File: config.mk
export PLATFORM = sky130hd
export DESIGN_NAME = mult_accumulator
export DESIGN_NICKNAME = d
export VERILOG_FILES = /design/src/rtl/mult_accumulator.sv
export SDC_FILE = /design/constraint.sdc
export NUM_CORES = 1
export LEC_CHECK = 0
export CORE_MARGIN = 2
export CORE_UTILIZATION = 50
export CTS_BUF_LIST = sky130_fd_sc_hd__clkbuf_4 sky130_fd_sc_hd__clkbuf_8
export DETAILED_ROUTE_END_ITERATION = 8
export GPL_TIMING_DRIVEN = 0
export HOLD_SLACK_MARGIN = 0.15
export PLACE_DENSITY = 0.88
export SLEW_MARGIN = 20
export SYNTH_ARGS = -nofsm -noshare
export SYNTH_HDL_FRONTEND = slang
export SYNTH_SLANG_ARGS = --single-unit
export TNS_END_PERCENT = 50
File: constraint.sdc
create_clock -name clk -period 5.9 [get_ports clk]
set_clock_uncertainty 0.05 [all_clocks]
set_input_delay 0.59 -clock clk [delete_from_list [all_inputs] [get_ports clk]]
set_output_delay 0.59 -clock clk [all_outputs]
set_load 0.05 [all_outputs]
File: src/rtl/mult_accumulator.sv
// mult_accumulator: sums N_TERMS unsigned products into a saturating
// SUM_WIDTH-bit result, presented with a valid/ready handshake.
// The result is held until downstream consumes it. A sticky ovf flag
// records any saturation that occurred within the batch.
module mult_accumulator #(
    parameter int N_TERMS   = 4,
    parameter int P_WIDTH   = 6,
    parameter int SUM_WIDTH = 8
) (
    input  logic                 clk,
    input  logic                 rst,
    input  logic                 in_valid,
    input  logic [P_WIDTH-1:0]   in_p,
    output logic                 in_ready,
    output logic                 out_valid,
    input  logic                 out_ready,
    output logic [SUM_WIDTH-1:0] sum,
    output logic                 ovf
);

    localparam int CNT_W = $clog2(N_TERMS + 1);
    localparam logic [CNT_W-1:0] LAST = CNT_W'(N_TERMS - 1);

    typedef enum logic [1:0] {
        IDLE,
        ACC,
        DONE
    } state_t;

    state_t                 state;
    state_t                 state_next;
    logic [SUM_WIDTH-1:0]   acc;
    logic [CNT_W-1:0]       count;
    logic                   ovf_q;

    logic                   accept;
    logic [SUM_WIDTH:0]     p_ext;
    logic [SUM_WIDTH:0]     add_full;
    logic                   add_ovf;
    logic [SUM_WIDTH-1:0]   add_sat;

    // Accept a product whenever the block is not holding a result.
    always_comb begin
        accept = in_valid && (state != DONE);
    end

    // One-bit-wider add of the zero-extended product, clamped to all-ones on carry.
    always_comb begin
        p_ext                = '0;
        p_ext[P_WIDTH-1:0]   = in_p;
        add_full             = {1'b0, acc} + p_ext;
        add_ovf              = add_full[SUM_WIDTH];
        add_sat              = add_ovf ? '1 : add_full[SUM_WIDTH-1:0];
    end

    // State register.
    always_ff @(posedge clk or posedge rst) begin
        if (rst) begin
            state <= IDLE;
        end else begin
            state <= state_next;
        end
    end

    // Next-state logic: start batch, finish on last accept, release on out_ready.
    always_comb begin
        state_next = state;
        unique case (state)
            IDLE: if (accept) state_next = ACC;
            ACC:  if (accept && (count == LAST)) state_next = DONE;
            DONE: if (out_ready) state_next = IDLE;
            default: state_next = IDLE;
        endcase
    end

    // Accumulator, term counter and sticky overflow flag.
    always_ff @(posedge clk or posedge rst) begin
        if (rst) begin
            acc   <= '0;
            count <= '0;
            ovf_q <= 1'b0;
        end else begin
            unique case (state)
                IDLE: begin
                    if (accept) begin
                        acc   <= p_ext[SUM_WIDTH-1:0];
                        count <= CNT_W'(1);
                        ovf_q <= 1'b0;
                    end
                end
                ACC: begin
                    if (accept) begin
                        acc   <= add_sat;
                        count <= count + CNT_W'(1);
                        ovf_q <= ovf_q | add_ovf;
                    end
                end
                DONE: begin
                    if (out_ready) begin
                        acc   <= '0;
                        count <= '0;
                        ovf_q <= 1'b0;
                    end
                end
                default: begin
                    acc   <= '0;
                    count <= '0;
                    ovf_q <= 1'b0;
                end
            endcase
        end
    end

    // Outputs decoded from state only; result forced to zero unless valid.
    always_comb begin
        in_ready  = (state != DONE);
        out_valid = (state == DONE);
        sum       = (state == DONE) ? acc : '0;
        ovf       = (state == DONE) ? ovf_q : 1'b0;
    end

endmodule
# After elaboration in Yosys (flattened, before gate mapping)
# Index checks and enable logic that the tools add are counted.
# classes
n_addsub	2
n_mul	0
n_div	0
n_lt_le_gt_ge	0
eq_ne	8
shifts	0
muxes	19
n_bitwise	1
n_reduce_logical	5
# ops
op	n
8-bit two-way mux	5
8-bit one-hot mux with 3 select lines	1
8-bit by 6-bit adder with 9-bit output	1
3-bit two-way mux	3
3-bit one-hot mux with 3 select lines	1
2-bit inequality test, second input constant	4
2-bit two-way mux	3
2-bit one-hot mux with 3 select lines	1
3-bit AND reduction	2
1-bit two-way mux	4
3-bit by 1-bit adder with 3-bit output, second input constant	1
3-bit by 2-bit equality test with 1-bit output, second input constant	1
1-bit one-hot mux with 3 select lines	1
2-bit by 1-bit equality test with 1-bit output, second input constant	1
2-bit equality test, second input constant	1
1-bit logical AND	2
2-bit logical NOT	1
2-bit by 1-bit inequality test with 1-bit output, second input constant	1
1-bit bitwise OR	1
# word_totals
register_bits	14
latch_bits	0
mem_bits_rw	0
rom_bits	0
in_bits	10
out_inout_bits	11
wordCells	39
n_memories	0

# Depth between registers and ports, before layout
# Gate-level depths: netlist of run 1.
# logic_depth
depth_word	5
mapped_depth	6
depth_no_buf	6

# Worst setup path after synthesis of run 1
# OpenSTA, ideal clock, no wires.
# synth_timing
path_kind	reg2out
startpoint	register state[0]
endpoint	output sum[0]
t_arrival_ns	1.734
required_time_ns	5.260
slack_ns	3.526
stages_incl_launch_ff	4
n_path_buf	0
cell_sequence	dfrtp_1 > nand2b_2 > inv_1 > and2_1
# synth_between
elab_chain_len	2
# synth_lines
item	line	rtl
from (decl)	30	state_t state;
from (signal assigned)	61	state <= state_next;
2-bit equality test	n/a	
named net out_valid	15	output logic out_valid,
8-bit two-way mux	118	sum = (state == DONE) ? acc : '0;
to (decl)	17	output logic [SUM_WIDTH-1:0] sum,
# The timed path passes the listed nets, and every way through them passes these cells.

# Worst setup path after layout of run 1
# layout_timing
startpoint	register state[0]
endpoint	output sum[7]
# layout_between
elab_chain_len	2
# layout_lines
item	line
2-bit equality test	118
8-bit two-way mux	118
# No other way between the ends.

==> key figures, run 1 <==
Logic synthesis
  – EDFF count, synth: 0
  – Main area contributors after synthesis: dfrtp_1 33%, ha_1 9.5%, and2_1 4.8%
  – Distinct cells, synth: 37
  – Most common cell in the synthesized netlist: dfrtp_1
  – Post-synth ARST share: 1.00
  – Syn_area_per_cell: 8.97 µm²
  – Yosys top cell area share: 0.334
  – Post-Syn Nets: around 140
  – Synth area leader: dfrtp_1
  – Synthesized instance count: 117
  – Synthesized cell area: approximately 1000 µm²
  – Top post-synthesis cells by count: 14 x dfrtp_1, 13 x nand2_1, 12 x nor2_1
  – Yosys Warn Count: 0
  – FF+latch count, synth: 14
  – Ys flop type: dfrtp_1
  – Sequential share of the synthesized area: 0.334

Critical path
  – Worst setup SP type: flop
  – Worst Setup End Kind: output pin
  – Critical Path Fanout Max: 9
  – Critical Path AT: 2.22 ns
  – Setup CP Type: flop to output pin
  – Worst Path Required: 5.26 ns

STA
  – Final hold violation count: 0
  – Slew headroom: 0.615
  – Worst-margin pin slew: about 0.58 ns
  – RSZ-0062 raised after global routing: false
  – Setup-failing EPs final: 0
  – Final Max Tran Viols: 0
  – Setup TNS Final: 0 ns
  – Fmax: ~350 MHz
  – Final worst-path cycle share: 0.484
  – Minimum clock period: between 2 and 3 ns

Global routing
  – Global-route wire length before repair: around 4.3 mm
  – Largest net degree at the start of global routing: 15
  – Initial antenna violation count: 0
  – Vias in the first global route: 1007
  – GRT Total Usage: 0.227
  – Gr ovfl total: 0

Route
  – Drt first pass iters: 4
  – Detail Route Antenna Nets: 0
  – DR WL/cell: 15.7 µm
  – Initial DRC Count: 43
  – DRC: 0
  – Via count: 1013
  – DR vias/cell: 6.07
  – Routed WL: 2.62 mm

Power and ir drop
  – Maximum VDD drop: 0.271 mV
  – Pleak: 0.562 nW
  – Pwr/cell area: just over 400 nW/µm²

CTS
  – Number of cells upsized or downsized after cts: 0
  – CTS tree: yes
  – Hold buffers post-CTS: 0
  – Maximum level of the CTS H-tree: 1
  – Clock root buffer: clkbuf_4
  – Clock Path Buffers: 2
  – CTS Buf Count: 3
  – Clk pin slew, worst setup/hold paths: 0.09 ns
  – Worst skew pair latency: 0.29 ns
  – Post-CTS Setup Repair Bufs: 0
  – TritonCTS Sinks: 14

Floorplanning
  – FP Rows: 16
  – Starting Density: 0.535
  – Die ar.: about 2500 µm²
  – Die Ht: 49.8 µm
  – IO Pins: 21
  – Die width: 49.8 µm
  – Core box area: 1960 µm²

Layout
  – Inserted Diodes: 0
  – Layout filler cell count: approximately 180
  – Net count, final: 161
  – Fin cells: 167
  – Share of post-route cells with drive strength above 1: 0.100
  – Area Growth Syn to Fin: 24.4%
  – Final instance area: 1310 µm²

Placement
  – GPL Wtd Cong: 0.914
  – Placed cell count: around 160
  – Dpl hpwl: 1.89 mm
  – Dpl cell area: around 1300 µm²
  – Number of port buffers: 20

Worst hold path
  – Worst hold path type: flop to flop

Outcome
  – Outcome: complete, no violations

Flow run
  – Max-cap violations: 0
==> critical path, stage by stage (launching register included) <==
cell and delay (ns):
dfrtp_1 0.45, nand2b_2 0.24, inv_1 0.25, and2_1 0.18, clkdlybuf4s50_1 0.80
==> cell families after synthesis <==
group / share of synthesized area
and+or+nand+nor: 0.213
AOI/OAI and AO/OA: 0.293
DFF: 0.334
adders and majority gates: 0.114
buffers and inverters: 0.0369
xor gates and xnor gates: 0.00834
==> routing by layer <==
layer / GRT usage / vias up / routed length [µm]
met4: 0.106 / 0 / 55
met5: 0 / - / 0
met2: 0.393 / 43 / 1300
met1: 0.272 / 481 / 1130
met3: 0.0364 / 6 / 128
li1: - / 483 / -
==> flip-flops by register name, indices dropped and copies added (netlist names) <==
| register | count |
|---|---|
| acc | 8 |
| count | 3 |
| state | 2 |
| ovf_q | 1 |
==> cells in the final DEF, fill, tap and decap left out, types with 3 or more instances in the layout <==
| cell type | netlist | layout |
|---|---|---|
| clkbuf_4 | 0 | 3 |
| nand2_1 | 13 | 13 |
| a21oi_1 | 6 | 6 |
| nor2_1 | 12 | 12 |
| and2_1 | 8 | 8 |
| o21ai_0 | 7 | 7 |
| inv_1 | 4 | 4 |
| o221ai_1 | 5 | 5 |
| a21o_1 | 3 | 3 |
| clkdlybuf4s50_1 | 0 | 20 |
| a211oi_1 | 5 | 5 |
| dfrtp_1 | 14 | 14 |
| nand3_1 | 3 | 3 |
| ha_1 | 8 | 8 |
==> worst paths after layout <==
path                           from  endpoint  slack [ns]  depth (start not counted)
min in group asynchronous       rst    acc[1]        0.60                          2
min reg2reg                count[2]  count[2]        0.46                          2
min                        count[2]  count[2]        0.46                          2
max reg2reg                  acc[0]    acc[3]        3.62                          6
max in group asynchronous       rst     ovf_q        4.83                          2
max                        state[0]    sum[7]        3.04                          4
==> through the flow <==
stage,hold WS [ns],total power [mW],utilization,worst slack [ns]
2_1_floorplan,0.400,0.396,-,3.53
3_3_place_gp,0.416,0.449,0.654,3.06
3_5_place_dp,0.429,0.466,0.654,2.99
4_1_cts,0.461,0.526,0.666,3.07
5_1_grt,0.488,0.574,0.666,2.96
6_report,0.461,0.532,0.666,3.04
==> layout make-up <==
| class | instances | area (µm²) | share of cell area |
|---|---|---|---|
| multi-input cells | 96 | 661 | 0.506 |
| flip-flops and latches | 14 | 350 | 0.268 |
| repair buffers | 20 | 200 | 0.153 |
| well taps | 27 | 33.8 | 0.0259 |
| plain buffers | 3 | 23.8 | 0.0182 |
| clock buffers | 3 | 22.5 | 0.0172 |
| inverters | 4 | 15.0 | 0.0115 |
==> report_power, final <==
part           total, mW  leakage [nW]  internal, mW  switching (mW)
Clock             0.0584        0.0138        0.0238          0.0346
Sequential         0.167         0.176         0.134          0.0332
Combinational      0.306         0.373         0.135           0.171
(Power assumes the default switching activity.)
==> inputs of run 2 (changes only) <==
- CORE_UTILIZATION: 50 -> 48
- clock period: 5.9 -> 2.5 ns (I/O delays scaled with it)
==> run 2 against run 1 <==
  * Largest cell class unchanged
  * Sequential power up 140%
  * Die area up 3.8%
  * Setup slack worse by 2.9 ns
  * Via count down 2.6%
  * Register-to-register slack worse by 3.4 ns
  * Highest routed layer unchanged
  * Count of clock-buffer cells in the layout up 1
  * Routed wire length down 9.3%
  * Combinational power up 130%
  * Global-route usage down 1.8 points
  * Critical path type unchanged
  * Worst hold slack worse by 0.21 ns
  * Cell area up 2.6%
  * Largest power group unchanged
  * Clock power rose to 2.9 times the previous value
==> key figures, run 2 (synthesis gave the netlist of run 1 again) <==
Outcome
  – Outcome: complete, no violations

Floorplanning
  – IO Pins: 21 (unchanged)
  – Die Ht: 50.8 µm (+1.9%)
  – Die width: 50.8 µm (+1.9%)
  – Die ar.: 2580 µm² (+3.8%)
  – Starting Density: 0.519 (-0.0159)
  – Core box area: 2020 µm² (+3.1%)
  – FP Rows: 16 (unchanged)

Layout
  – Largest registers: acc: 8 flops, count: 3 flops, state: 2 flops
  – Most common cell after layout, fill and taps aside: dfrtp_1
  – Max reg flops: 8 (unchanged)
  – Share of post-route cells with drive strength above 1: 0.106 (+0.00638)
  – Inserted Diodes: 0 (unchanged)
  – Net count, final: 161 (unchanged)
  – Fin cells: 168 (+0.60%)
  – Commonest non-fill, non-tap cells in the layout: 14 x dfrtp_1, 13 x nand2_1, 12 x nor2_1, 12 x clkdlybuf4s50_1
  – Area Growth Syn to Fin: 27.7%
  – Utilization after layout: 0.663 (-0.00307)
  – Biggest register: acc

Route
  – DR WL/cell: 14.1 µm (-9.8%)
  – DRC: 0 (unchanged)
  – Initial DRC Count: 23 (-47%)
  – DR vias/cell: 5.88 (-3.1%)
  – Routed WL: 2.37 mm (-9.3%)
  – Via count: 987 (-2.6%)
  – Detail Route Antenna Nets: 0 (unchanged)
  – Drt first pass iters: 4 (unchanged)

Global routing
  – Most used routing layer: met2
  – Grt met1 use: 0.273 (+0.00104)
  – Met3 GRT Util: 0.0298 (-0.00660)
  – GRT Total Usage: 0.208 (-0.0184)
  – Met2 usage: 0.342 (-0.0512)
  – Largest net degree at the start of global routing: 15 (unchanged)
  – Vias in the first global route: 952 (-5.5%)
  – Global-route wire length before repair: 4.04 mm (-6.2%)
  – Gr ovfl total: 0 (unchanged)
  – Initial antenna violation count: 0 (unchanged)

STA
  – Final hold violation count: 0 (unchanged)
  – Setup-failing EPs final: 0 (unchanged)
  – Final worst-path cycle share: 0.939
  – Fmax: 426 MHz
  – Worst-margin pin slew: 0.554 ns (-0.0221 ns)
  – Final Max Tran Viols: 0 (unchanged)
  – Worst hold margin: 0.254 ns (-0.207 ns)
  – RSZ-0062 raised after global routing: false
  – Setup TNS Final: 0 ns (unchanged)
  – Slew headroom: 0.630 (+0.0147)
  – Minimum clock period: ~2.3 ns

CTS
  – CTS Buf Count: 3 (unchanged)
  – TritonCTS Sinks: 14 (unchanged)
  – Clk pin slew, worst setup/hold paths: 0.09 ns (about the same)
  – Maximum level of the CTS H-tree: 1 (unchanged)
  – CTS tree: yes
  – Clock root buffer: clkbuf_4
  – Worst skew pair latency: 0.28 ns (about the same)
  – Clock Path Buffers: 2 (unchanged)

Placement
  – Number of port buffers: 20 (unchanged)
  – Dpl hpwl: 1.76 mm (-6.8%)
  – Placed cell count: 164 (unchanged)
  – GPL Wtd Cong: 0.901 (-1.4%)

Critical path
  – Critical Path AT: 2.05 ns (-0.17 ns)
  – Crit-path slowest cell: clkdlybuf4s50_1
  – Worst Setup End Kind: output pin
  – Critical Path Fanout Max: 9 (unchanged)
  – R2R Setup Slk: 0.27 ns (-3.35 ns)
  – R2R Path End: acc[3]
  – Worst Path Required: 2.20 ns (-3.06 ns)
  – Worst path max stage delay: 0.85 ns (+0.05 ns)
  – Critical path, cell by cell: nand2b_2, inv_1, clkdlybuf4s50_1
  – R2R depth: 6 (unchanged)
  – Worst setup SP type: flop
  – Setup CP Type: flop to output pin
  – FF-to-FF Start: acc[0]
  – Critical Path Start: state[0]

Power and ir drop
  – Maximum VDD drop: 0.462 mV (+71%)
  – Pleak: 0.719 nW (+28%)
  – Clk pwr share: 0.134 (+0.024)
  – Comb pwr share: 0.554 (-0.022)
  – Power, Total: 1.26 mW (+140%)
  – NetSw: 0.542 mW (+130%)
  – Internal Power: 0.721 mW (+150%)
  – Pwr/cell area: 943 nW/µm² (+130%)
  – Sequential power share: 0.313 (about the same)
  – Sw frac: 0.429 (-0.0203)

Worst hold path
  – Worst hold path type: input port to asynchronous set/reset pin

Flow run
  – Max-cap violations: 0 (unchanged)
## run 2: repair_timing
item / CTS / global route
resized for setup: 0 / 8
hold buffers: 0 / 0
setup buffers: 0 / 0
endpoints found under the setup margin: 0 / 8
## run 2: cell type report
class                           instances  area, µm²
Clock buffer                            4       36.3
Multi-Input combinational cell         96        661
Sequential cell                        14        350
Tap cell                               27       33.8
Inverter                                4       15.0
Timing Repair Buffer                   20        220
Fill cell                             177        682
Buffer                                  3       23.8
## run 2: worst max-delay path, delay by kind of cell (launching register included)
kind | cells | cell delay, ns
buffers and inverters | 2 | 1.07
flip-flops | 1 | 0.45
AND/OR/NAND/NOR | 1 | 0.25
## run 2: through the flow
stage	instance area (µm²)	setup WS, ns
finish	1340	0.153
global route	1340	0.0296
floorplan	1050	0.466
global placement	1280	0.0353
detailed placement	1280	-0.00699
CTS	1320	0.0146
## run 2: routing by layer
| metal | routed length [µm] | vias up |
|---|---|---|
| met5 | 0 | - |
| met4 | 27 | 0 |
| met3 | 119 | 7 |
| met2 | 1120 | 30 |
| met1 | 1100 | 469 |
| li1 | - | 481 |
## run 2: worst max path at each step
| stage | to | slack, ns |
|---|---|---|
| floorplan | sum[0] | 0.47 |
| finish | out_valid | 0.15 |
| CTS | sum[1] | 0.01 |
| detailed placement | acc[3] | -0.007 |
| global route | out_valid | 0.03 |
| global placement | acc[3] | 0.04 |
## run 2: power by group through the flow
| stage | clock network [mW] | logic [mW] | registers, mW |
|---|---|---|---|
| floorplan | 0 | 0.556 | 0.379 |
| global placement | 0 | 0.665 | 0.395 |
| detailed placement | 0 | 0.694 | 0.400 |
| CTS | 0.171 | 0.699 | 0.396 |
| global route | 0.182 | 0.786 | 0.411 |
| finish | 0.169 | 0.699 | 0.395 |
==> inputs of run 3 (changes only) <==
- HOLD_SLACK_MARGIN: 0.15 -> 0.08
- SLEW_MARGIN: 20 -> 10
==> results of run 3 <==
No change in the layout: final DEF, timing and power equal those of run 2.
